`config.mk`:
```
export PLATFORM = sky130hd
export DESIGN_NAME = sprite_pixel_mixer_flat
export DESIGN_NICKNAME = d
export VERILOG_FILES = /design/src/rtl/sprite_pixel_mixer_if.sv /design/src/rtl/sprite_pixel_mixer.sv /design/src/flat_wrapper.sv
export SDC_FILE = /design/constraint.sdc
export NUM_CORES = 1
export LEC_CHECK = 0
export CAP_MARGIN = 0
export CORE_MARGIN = 1
export CORE_UTILIZATION = 30
export DETAILED_ROUTE_END_ITERATION = 10
export GPL_TIMING_DRIVEN = 0
export MAX_ROUTING_LAYER = met4
export PLACE_DENSITY_LB_ADDON = 0.08
export SYNTH_ARGS = -nofsm -noshare
export SYNTH_HDL_FRONTEND = slang
export SYNTH_SLANG_ARGS = --single-unit
```
`constraint.sdc`:
```
create_clock -name clk -period 1.5 [get_ports clk]
set_input_delay 0.375 -clock clk [delete_from_list [all_inputs] [get_ports clk]]
set_output_delay 0.375 -clock clk [all_outputs]
set_load 0.005 [all_outputs]
```
`src/rtl/sprite_pixel_mixer_if.sv`:
```
// Pixel-mixer bus: per-pixel layer inputs and raw syncs in, VGA colour, delayed syncs
// and the per-frame collision report out.
interface sprite_pixel_mixer_if #(
  parameter int NUM_LAYERS = 4
);
  logic                    video_on;
  logic                    hsync_in;
  logic                    vsync_in;
  logic                    frame_start;
  logic [3*NUM_LAYERS-1:0] layer_rgb;
  logic [NUM_LAYERS-1:0]   layer_valid;
  logic [2:0]              bg_rgb;
  logic [11:0]             vga_rgb;
  logic                    hsync_out;
  logic                    vsync_out;
  logic [NUM_LAYERS-1:0]   collision_mask;
  logic                    collision_irq;

  modport master (
    output video_on, hsync_in, vsync_in, frame_start, layer_rgb, layer_valid, bg_rgb,
    input  vga_rgb, hsync_out, vsync_out, collision_mask, collision_irq
  );

  modport slave (
    input  video_on, hsync_in, vsync_in, frame_start, layer_rgb, layer_valid, bg_rgb,
    output vga_rgb, hsync_out, vsync_out, collision_mask, collision_irq
  );
endinterface

```
`src/rtl/sprite_pixel_mixer.sv`:
```
// Two-stage sprite priority mixer with blanking and matched sync delay.
// Define MIXER_COLLISION_EN to build the per-frame sprite-overlap mask and irq.
module sprite_pixel_mixer #(
  parameter int   NUM_LAYERS = 4,
  parameter logic SYNC_IDLE  = 1'b1
) (
  input logic                 clk,
  input logic                 rst,
  sprite_pixel_mixer_if.slave bus
);

  logic [2:0]  sel_next;
  logic [2:0]  sel_rgb;
  logic        video_on_d;
  logic        hsync_d;
  logic        vsync_d;
  logic [11:0] vga_rgb_q;
  logic        hsync_q;
  logic        vsync_q;

  // Scan from the lowest-priority layer up so the lowest valid index wins.
  always_comb begin
    sel_next = bus.bg_rgb;
    for (int i = NUM_LAYERS - 1; i >= 0; i--) begin
      if (bus.layer_valid[i]) begin
        sel_next = bus.layer_rgb[3*i +: 3];
      end
    end
  end

  always_ff @(posedge clk or posedge rst) begin
    if (rst) begin
      sel_rgb    <= 3'b000;
      video_on_d <= 1'b0;
      hsync_d    <= SYNC_IDLE;
      vsync_d    <= SYNC_IDLE;
      vga_rgb_q  <= 12'h000;
      hsync_q    <= SYNC_IDLE;
      vsync_q    <= SYNC_IDLE;
    end else begin
      sel_rgb    <= sel_next;
      video_on_d <= bus.video_on;
      hsync_d    <= bus.hsync_in;
      vsync_d    <= bus.vsync_in;
      vga_rgb_q  <= video_on_d ? {{4{sel_rgb[2]}}, {4{sel_rgb[1]}}, {4{sel_rgb[0]}}} : 12'h000;
      hsync_q    <= hsync_d;
      vsync_q    <= vsync_d;
    end
  end

  assign bus.vga_rgb   = vga_rgb_q;
  assign bus.hsync_out = hsync_q;
  assign bus.vsync_out = vsync_q;

`ifdef MIXER_COLLISION_EN
  logic [3:0]            valid_count;
  logic [NUM_LAYERS-1:0] overlap;
  logic [NUM_LAYERS-1:0] accum;
  logic [NUM_LAYERS-1:0] mask_q;
  logic                  irq_q;

  always_comb begin
    valid_count = 4'd0;
    for (int i = 0; i < NUM_LAYERS; i++) begin
      valid_count = valid_count + 4'(bus.layer_valid[i]);
    end
    overlap = (bus.video_on && valid_count >= 4'd2) ? bus.layer_valid : '0;
  end

  // The frame_start pixel opens the new frame, so its overlap seeds the accumulator.
  always_ff @(posedge clk or posedge rst) begin
    if (rst) begin
      accum  <= '0;
      mask_q <= '0;
      irq_q  <= 1'b0;
    end else if (bus.frame_start) begin
      mask_q <= accum;
      accum  <= overlap;
      irq_q  <= |accum;
    end else begin
      accum  <= accum | overlap;
      irq_q  <= 1'b0;
    end
  end

  assign bus.collision_mask = mask_q;
  assign bus.collision_irq  = irq_q;
`else
  logic unused_frame_start;
  assign unused_frame_start = bus.frame_start;

  assign bus.collision_mask = '0;
  assign bus.collision_irq  = 1'b0;
`endif

endmodule

```
`src/flat_wrapper.sv`:
```
// flat-port wrapper written by rule: the top's interface ports become plain ports
module sprite_pixel_mixer_flat 
#(
  parameter int   NUM_LAYERS = 4,
  parameter logic SYNC_IDLE  = 1'b1
)
  (clk, rst, bus_video_on, bus_hsync_in, bus_vsync_in, bus_frame_start, bus_layer_rgb, bus_layer_valid, bus_bg_rgb, bus_vga_rgb, bus_hsync_out, bus_vsync_out, bus_collision_mask, bus_collision_irq);
  sprite_pixel_mixer_if #(.NUM_LAYERS(NUM_LAYERS)) bus_i ();
  input logic clk;
  input logic rst;
  input wire logic [$bits(bus_i.video_on)-1:0] bus_video_on;
  input wire logic [$bits(bus_i.hsync_in)-1:0] bus_hsync_in;
  input wire logic [$bits(bus_i.vsync_in)-1:0] bus_vsync_in;
  input wire logic [$bits(bus_i.frame_start)-1:0] bus_frame_start;
  input wire logic [$bits(bus_i.layer_rgb)-1:0] bus_layer_rgb;
  input wire logic [$bits(bus_i.layer_valid)-1:0] bus_layer_valid;
  input wire logic [$bits(bus_i.bg_rgb)-1:0] bus_bg_rgb;
  output wire logic [$bits(bus_i.vga_rgb)-1:0] bus_vga_rgb;
  output wire logic [$bits(bus_i.hsync_out)-1:0] bus_hsync_out;
  output wire logic [$bits(bus_i.vsync_out)-1:0] bus_vsync_out;
  output wire logic [$bits(bus_i.collision_mask)-1:0] bus_collision_mask;
  output wire logic [$bits(bus_i.collision_irq)-1:0] bus_collision_irq;
  assign bus_i.video_on = bus_video_on;
  assign bus_i.hsync_in = bus_hsync_in;
  assign bus_i.vsync_in = bus_vsync_in;
  assign bus_i.frame_start = bus_frame_start;
  assign bus_i.layer_rgb = bus_layer_rgb;
  assign bus_i.layer_valid = bus_layer_valid;
  assign bus_i.bg_rgb = bus_bg_rgb;
  assign bus_vga_rgb = bus_i.vga_rgb;
  assign bus_hsync_out = bus_i.hsync_out;
  assign bus_vsync_out = bus_i.vsync_out;
  assign bus_collision_mask = bus_i.collision_mask;
  assign bus_collision_irq = bus_i.collision_irq;
  sprite_pixel_mixer #(.NUM_LAYERS(NUM_LAYERS), .SYNC_IDLE(SYNC_IDLE)) u_core (.clk(clk), .rst(rst), .bus(bus_i));
endmodule
```
==> metrics.txt, run 1 <==
largest cells by area after synthesis=dfrtp_1 (34%), buf_4 (20%), dfstp_2 (20%); Hold Crit Class=reg2reg; hold_buf cts=0; Final setup viols=0; critical path data arrival time=~1.0 ns; Sink Count=11; Hold Slack=0.357 ns; Worst Skew=around 0.0034 ns; Finished Layout Cells=roughly 110; crit start category=register; Critical Path RT=between 1 and 1.5 ns; number of DRC markers in iteration 0=3; via count=480; layout cells sized above 1=0.295; mapped cell area=519 sq um; #FFs+latches synth=11; DIE AREA=around 1900 sq um; Placer Congestion=around 0.68; drt wl/cell=approximately 9.1 um; drt total wl=between 1000 and 1500 um; CTS tree=yes; status=finished, violations left; number of global-route vias before repair=about 450; sequential area share after synthesis=0.540; post-synth top area share=0.337; fillers=about 150; Final Net Count=121; die width=between 40 and 50 um; Clock transition at path regs=0.06 ns; cells after synthesis=47; failing checks=design-rule violations; Unique masters post-synth=12; clock share of power=0.271; Sw Pwr=between 100 and 150 uW; total iterations of the first detailed-routing run=6; initial core utilization=0.333; largest net degree at the start of global routing=12; sequential share of power=0.474; met3 wire length=~110 um; P_leak=0.000471 uW; DRC violation count after routing=3; reg-to-reg startpoint=u_core.video_on_d; Clk Latency, worst-skew pair=0.26 ns; Top Metal Used=met4; setup ws final=slightly below 0.09 ns; Vias/cell=around 4.3; Layout area overhead=83.6%; reg2reg path depth=1; Syn Area/Cell=between 10 and 15 sq um; final worst path period need=1.41 ns; Sw Share=0.208; hold path depth=0; WHS Endpoint=u_core.bus.hsync_out; initial antenna violation count=0; floorplan row count=14; Port Buffers=37; hold path start=u_core.hsync_d; n_diodes=0; Max-cap violations=0; Die H=43.6 um; register area=between 200 and 300 sq um; HPWL Detailed=between 800 and 900 um; Met1 Wirelength=~340 um; IO Count=44; Pint=about 550 uW; Worst R2R End=u_core.bus.vga_rgb[10]; f_max=0.708 GHz; Setup crit end kind=output port; final slew viol count=0; Final period util=0.942; Detail Route Antenna Nets=0; Multi-input gate area=between 100 and 150 sq um; VDD IR max=approximately 0.00036 V; core footprint=~1600 sq um; GR Util All Layers=0.136; Hold Vio Cnt, Final=0; Reg2Reg Setup Slack=approximately 0.85 ns; placed cells=104; htree depth=1; Pwr Total=just under 700 uW; unrepaired setup endpoints after global routing=yes; root buffer cell=clkbuf_4; combinational power share=0.255; Max Buffers Root-to-Sink=2; Synth area leader=dfrtp_1; WS Path Type=reg2out; metal2 WL=between 500 and 600 um; Overflow after GRT=0; global-route wire length before repair=between 1500 and 2000 um; Pwr Density=between 700 and 800 nW/um^2; dpl ws=-0.180 ns; Synth Warn #=0; TritonCTS Buffers=3; CP Max Fanout=4
## power groups by stage
| stage | logic (uW) | registers [uW] | clock network, uW |
|---|---|---|---|
| floorplan | 64.1 | 335 | 0 |
| global placement | 181 | 334 | 0 |
| detailed placement | 184 | 336 | 0 |
| CTS | 177 | 329 | 200 |
| global route | 192 | 332 | 207 |
| finish | 177 | 329 | 188 |
## sequential cells by signal, indices dropped and copies added, names as in the netlist
name,cells
u_core.bus.vsync_out,1
u_core.bus.hsync_out,1
u_core.hsync_d,1
u_core.video_on_d,1
u_core.vsync_d,1
u_core.bus.vga_rgb,3
u_core.sel_rgb,3
## critical path, stage by stage (launching register included)
cell and delay, ns:
dfrtp_1 0.40, buf_4 0.13, dlygate4sd2_1 0.25
## worst max-delay path by stage
stage | startpoint | to | slack (ns)
finish | u_core.bus.vga_rgb[7] | bus_vga_rgb[5] | 0.09
floorplan | bus_bg_rgb[0] | u_core.sel_rgb[0] | 0.45
CTS | u_core.bus.vga_rgb[3] | bus_vga_rgb[3] | 0.07
detailed placement | bus_layer_valid[3] | u_core.sel_rgb[2] | -0.18
global placement | bus_layer_valid[3] | u_core.sel_rgb[0] | -0.18
global route | bus_layer_valid[3] | u_core.sel_rgb[0] | 0.007
## metrics by stage
step           cell area, sq um  setup TNS, ns  utilization
5_1_grt                     953              0        0.612
3_5_place_dp                925         -0.413        0.593
6_report                    953              0        0.612
3_3_place_gp                925         -0.411        0.593
4_1_cts                     951              0        0.610
2_1_floorplan               534              0            -
## repair_timing
item,in CTS,in global routing
endpoints found under the setup margin,14,2
buffers inserted,3,0
gates resized for setup,18,2
endpoints found under the hold margin,0,0
## synth_stat cells
cell type / number
inv_1: 2
buf_4: 14
nand2b_1: 1
nor2b_1: 3
a2111oi_0: 3
o22ai_1: 3
nand2_1: 3
o31ai_1: 3
conb_1: 1
dfrtp_1: 7
dfstp_2: 4
and2_1: 3
## cell usage in the layout (no fill, tap or decap)
master / synthesis / final
a2111oi_0: 3 / 1
a2111oi_1: 0 / 2
and2_1: 3 / 3
buf_4: 14 / 21
clkbuf_1: 0 / 1
clkbuf_4: 0 / 3
clkdlybuf4s50_1: 0 / 23
conb_1: 1 / 5
dfrtp_1: 7 / 7
dfstp_2: 4 / 4
dlygate4sd2_1: 0 / 10
inv_1: 2 / 2
nand2_1: 3 / 3
nand2b_1: 1 / 1
nor2b_1: 3 / 3
o22ai_1: 3 / 3
o31ai_1: 3 / 3
## cell type report
| type | count | area share |
|---|---|---|
| repair buffers | 40 | 0.388 |
| inverters | 2 | 0.00787 |
| flip-flops and latches | 11 | 0.294 |
| plain buffers | 14 | 0.110 |
| clock buffers | 4 | 0.0276 |
| multi-input cells | 24 | 0.151 |
| well taps | 16 | 0.0210 |
## metal layers
metal	up-vias	GRT usage
met3	2	0.0125
met1	205	0.134
li1	237	-
met2	36	0.230
met5	-	-
met4	0	0.131
## kinds of logic (layout without fill, tap and decap cells)
family / Yosys count / after routing / synth area share
buf+inv: 16 / 60 / 0.217
flops: 11 / 11 / 0.540
compound gates: 9 / 9 / 0.130
other cells: 1 / 5 / 0.00722
simple gates: 10 / 10 / 0.106
Power figures use the tool's default switching activity.
==> inputs of run 2 (changes only) <==
- CAP_MARGIN: 0 -> unset
==> results of run 2 <==
Final layout, timing and power as in run 1 (identical DEF).
==> inputs of run 3 (changes only) <==
- ABC_AREA: unset -> 1
- GPL_ROUTABILITY_DRIVEN: unset -> 0
==> run 3 against run 2 <==
The flow now finishes without violations. Final area grew 5.8%. Combinational power grew 3%. First-iteration DRC count grew 33%. Via count grew 9.0%. Clock power is essentially flat.
==> metrics.txt, run 3 <==
Port Buffers=37; Hold Vio Cnt, Final=0; DRC violation count after routing=0; HPWL Detailed=approximately 880 um; Unique masters post-synth=9; via count=523; Layout area overhead=77.1%; #FFs+latches synth=11; slowest stage delay, CP=approximately 0.40 ns; Detail Route Antenna Nets=0; Async S/R FF share, synth=1.00; Syn Area/Cell=roughly 8 sq um; Sw Pwr=~150 uW; n_diodes=0; global-route wire length before repair=around 1700 um; Max-cap violations=0; total iterations of the first detailed-routing run=3; mapped cell area=569 sq um; floorplan row count=15; Max Buffers Root-to-Sink=2; most frequent cell after synthesis=nand2_1; DIE AREA=~2100 sq um; Clock transition at path regs=roughly 0.060 ns; sequential share of power=0.473; VDD IR max=approximately 0.00035 V; combinational power share=0.262; final slew viol count=0; P_leak=around 0.00059 uW; post-synth top area share=0.308; critical path data arrival time=1.04 ns; Slowest-stage cell, CP=dfrtp_1; Setup crit end kind=output port; layout cells sized above 1=0.246; final worst path period need=1.41 ns; sequential area share after synthesis=0.492; crit start category=register; GR Util All Layers=0.117; Die H=45.6 um; Synth Warn #=0; Pint=548 uW; Sink Count=11; initial antenna violation count=0; dpl ws=approximately 0.13 ns; Vias/cell=between 3 and 4; core footprint=1750 sq um; Final setup viols=0; Pwr Total=~700 uW; Final Util=0.578; Final Net Count=between 100 and 150; cells after synthesis=approximately 70; drt wl/cell=about 7 um; Clk Latency, worst-skew pair=~0.25 ns; CTS tree=yes; htree depth=1; Fin Setup TNS=0 ns; Final period util=0.941; dominant synthesized flop cell=dfrtp_1; Synth area leader=dfrtp_1; fillers=~170; most frequent cells after synthesis=nand2_1 (21), buf_4 (14), inv_1 (13), dfrtp_1 (7), a21oi_1 (6); number of global-route vias before repair=477; most frequent cells in the layout=clkdlybuf4s50_1 (23), nand2_1 (21), buf_4 (20), inv_1 (13), dlygate4sd2_1 (9); Sw Share=0.214; die width=approximately 46 um; Overflow after GRT=0; unrepaired setup endpoints after global routing=no; status=finished, final reports clean; IO Count=44; setup ws final=0.0885 ns; Post-synth EDFFs=0; drt total wl=1010 um; Hold Slack=between 0.3 and 0.4 ns; TritonCTS Buffers=3; largest cells by area after synthesis=dfrtp_1 (31%), buf_4 (18%), dfstp_2 (18%); root buffer cell=clkbuf_4; crit-path cells=buf_4 -> dlygate4sd2_1; number of DRC markers in iteration 0=4; largest net degree at the start of global routing=12; CP Max Fanout=4; Worst Skew=about 0.00076 ns; WS Path Type=reg2out; Critical Path RT=1.12 ns; clock share of power=0.265; Pwr Density=between 600 and 700 nW/um^2; most common cell after layout, fill and taps aside=clkdlybuf4s50_1; initial core utilization=0.326; f_max=about 0.71 GHz; Hold Crit Class=reg2reg
-- run 3: cell count changes in the layout (fill, tap and decap cells not counted), moves of 3 or more --
cell / change
nand2_1: +18
a21oi_1: +6
inv_1: +11
nand3_1: +3
and2_1: -3
o22ai_1: -3
o31ai_1: -3
nor2b_1: -3
-- run 3: power by group through the flow --
stage               combinational, uW  clock [uW]  sequential (uW)
floorplan                        72.8           0              335
global placement                  191           0              334
detailed placement                193           0              336
CTS                               185         195              330
global route                      204         212              331
finish                            183         185              330
-- run 3: critical path: cells and delay by family, from the launching register on --
kind	cells	cell delay, ns
buf+inv	2	0.38
flops	1	0.40
-- run 3: path summary, 6_finish.rpt --
| check | startpoint | end | slack [ns] | cells past startpoint |
|---|---|---|---|---|
| worst max-delay path | u_core.bus.vga_rgb[7] | bus_vga_rgb[5] | 0.09 | 2 |
| worst min-delay path | u_core.hsync_d | u_core.bus.hsync_out | 0.36 | 0 |
| worst max register to register | u_core.video_on_d | u_core.bus.vga_rgb[10] | 0.88 | 2 |
| worst min register to register | u_core.hsync_d | u_core.bus.hsync_out | 0.36 | 0 |
| max in group asynchronous | rst | u_core.bus.hsync_out | 0.78 | 2 |
| min in group asynchronous | rst | u_core.bus.vga_rgb[3] | 0.40 | 2 |
-- run 3: repair_timing --
item | 4_1_cts | 5_1_grt
resized for setup | 16 | 3
endpoints found under the setup margin | 14 | 2
hold endpoints to repair | 0 | 0
hold buffers | 0 | 0
buffers inserted | 2 | 0
-- run 3: kinds of logic (layout without fill, tap and decap cells) --
kind of cell	count (synthesis)	in the layout	synth area share
buffers and inverters	29	72	0.284
AND/OR/NAND/NOR	24	24	0.165
AO/OA/AOI/OAI	6	6	0.0527
other	1	5	0.00659
flip-flops	11	11	0.492
-- run 3: final cells by class --
class / instances / area (sq um) / area share
Sequential cell: 11 / 280 / 0.278
Clock buffer: 4 / 26.3 / 0.0261
Timing Repair Buffer: 39 / 367 / 0.364
Multi-Input combinational cell: 35 / 143 / 0.141
Tap cell: 25 / 31.3 / 0.0310
Inverter: 15 / 56.3 / 0.0558
Buffer: 14 / 105 / 0.104
-- run 3: metrics by stage --
stage | std cells | cell area, sq um
2_1_floorplan | 75 | 584
3_3_place_gp | 137 | 986
3_5_place_dp | 137 | 986
4_1_cts | 143 | 1010
5_1_grt | 143 | 1010
6_report | 143 | 1010
-- run 3: metal layers --
layer | wire length (um) | vias up | global-route usage
met3 | 100 | 0 | 0.0238
li1 | - | 285 | -
met5 | 0 | - | -
met1 | 356 | 206 | 0.0990
met4 | 0 | 0 | 0.0727
met2 | 548 | 32 | 0.226
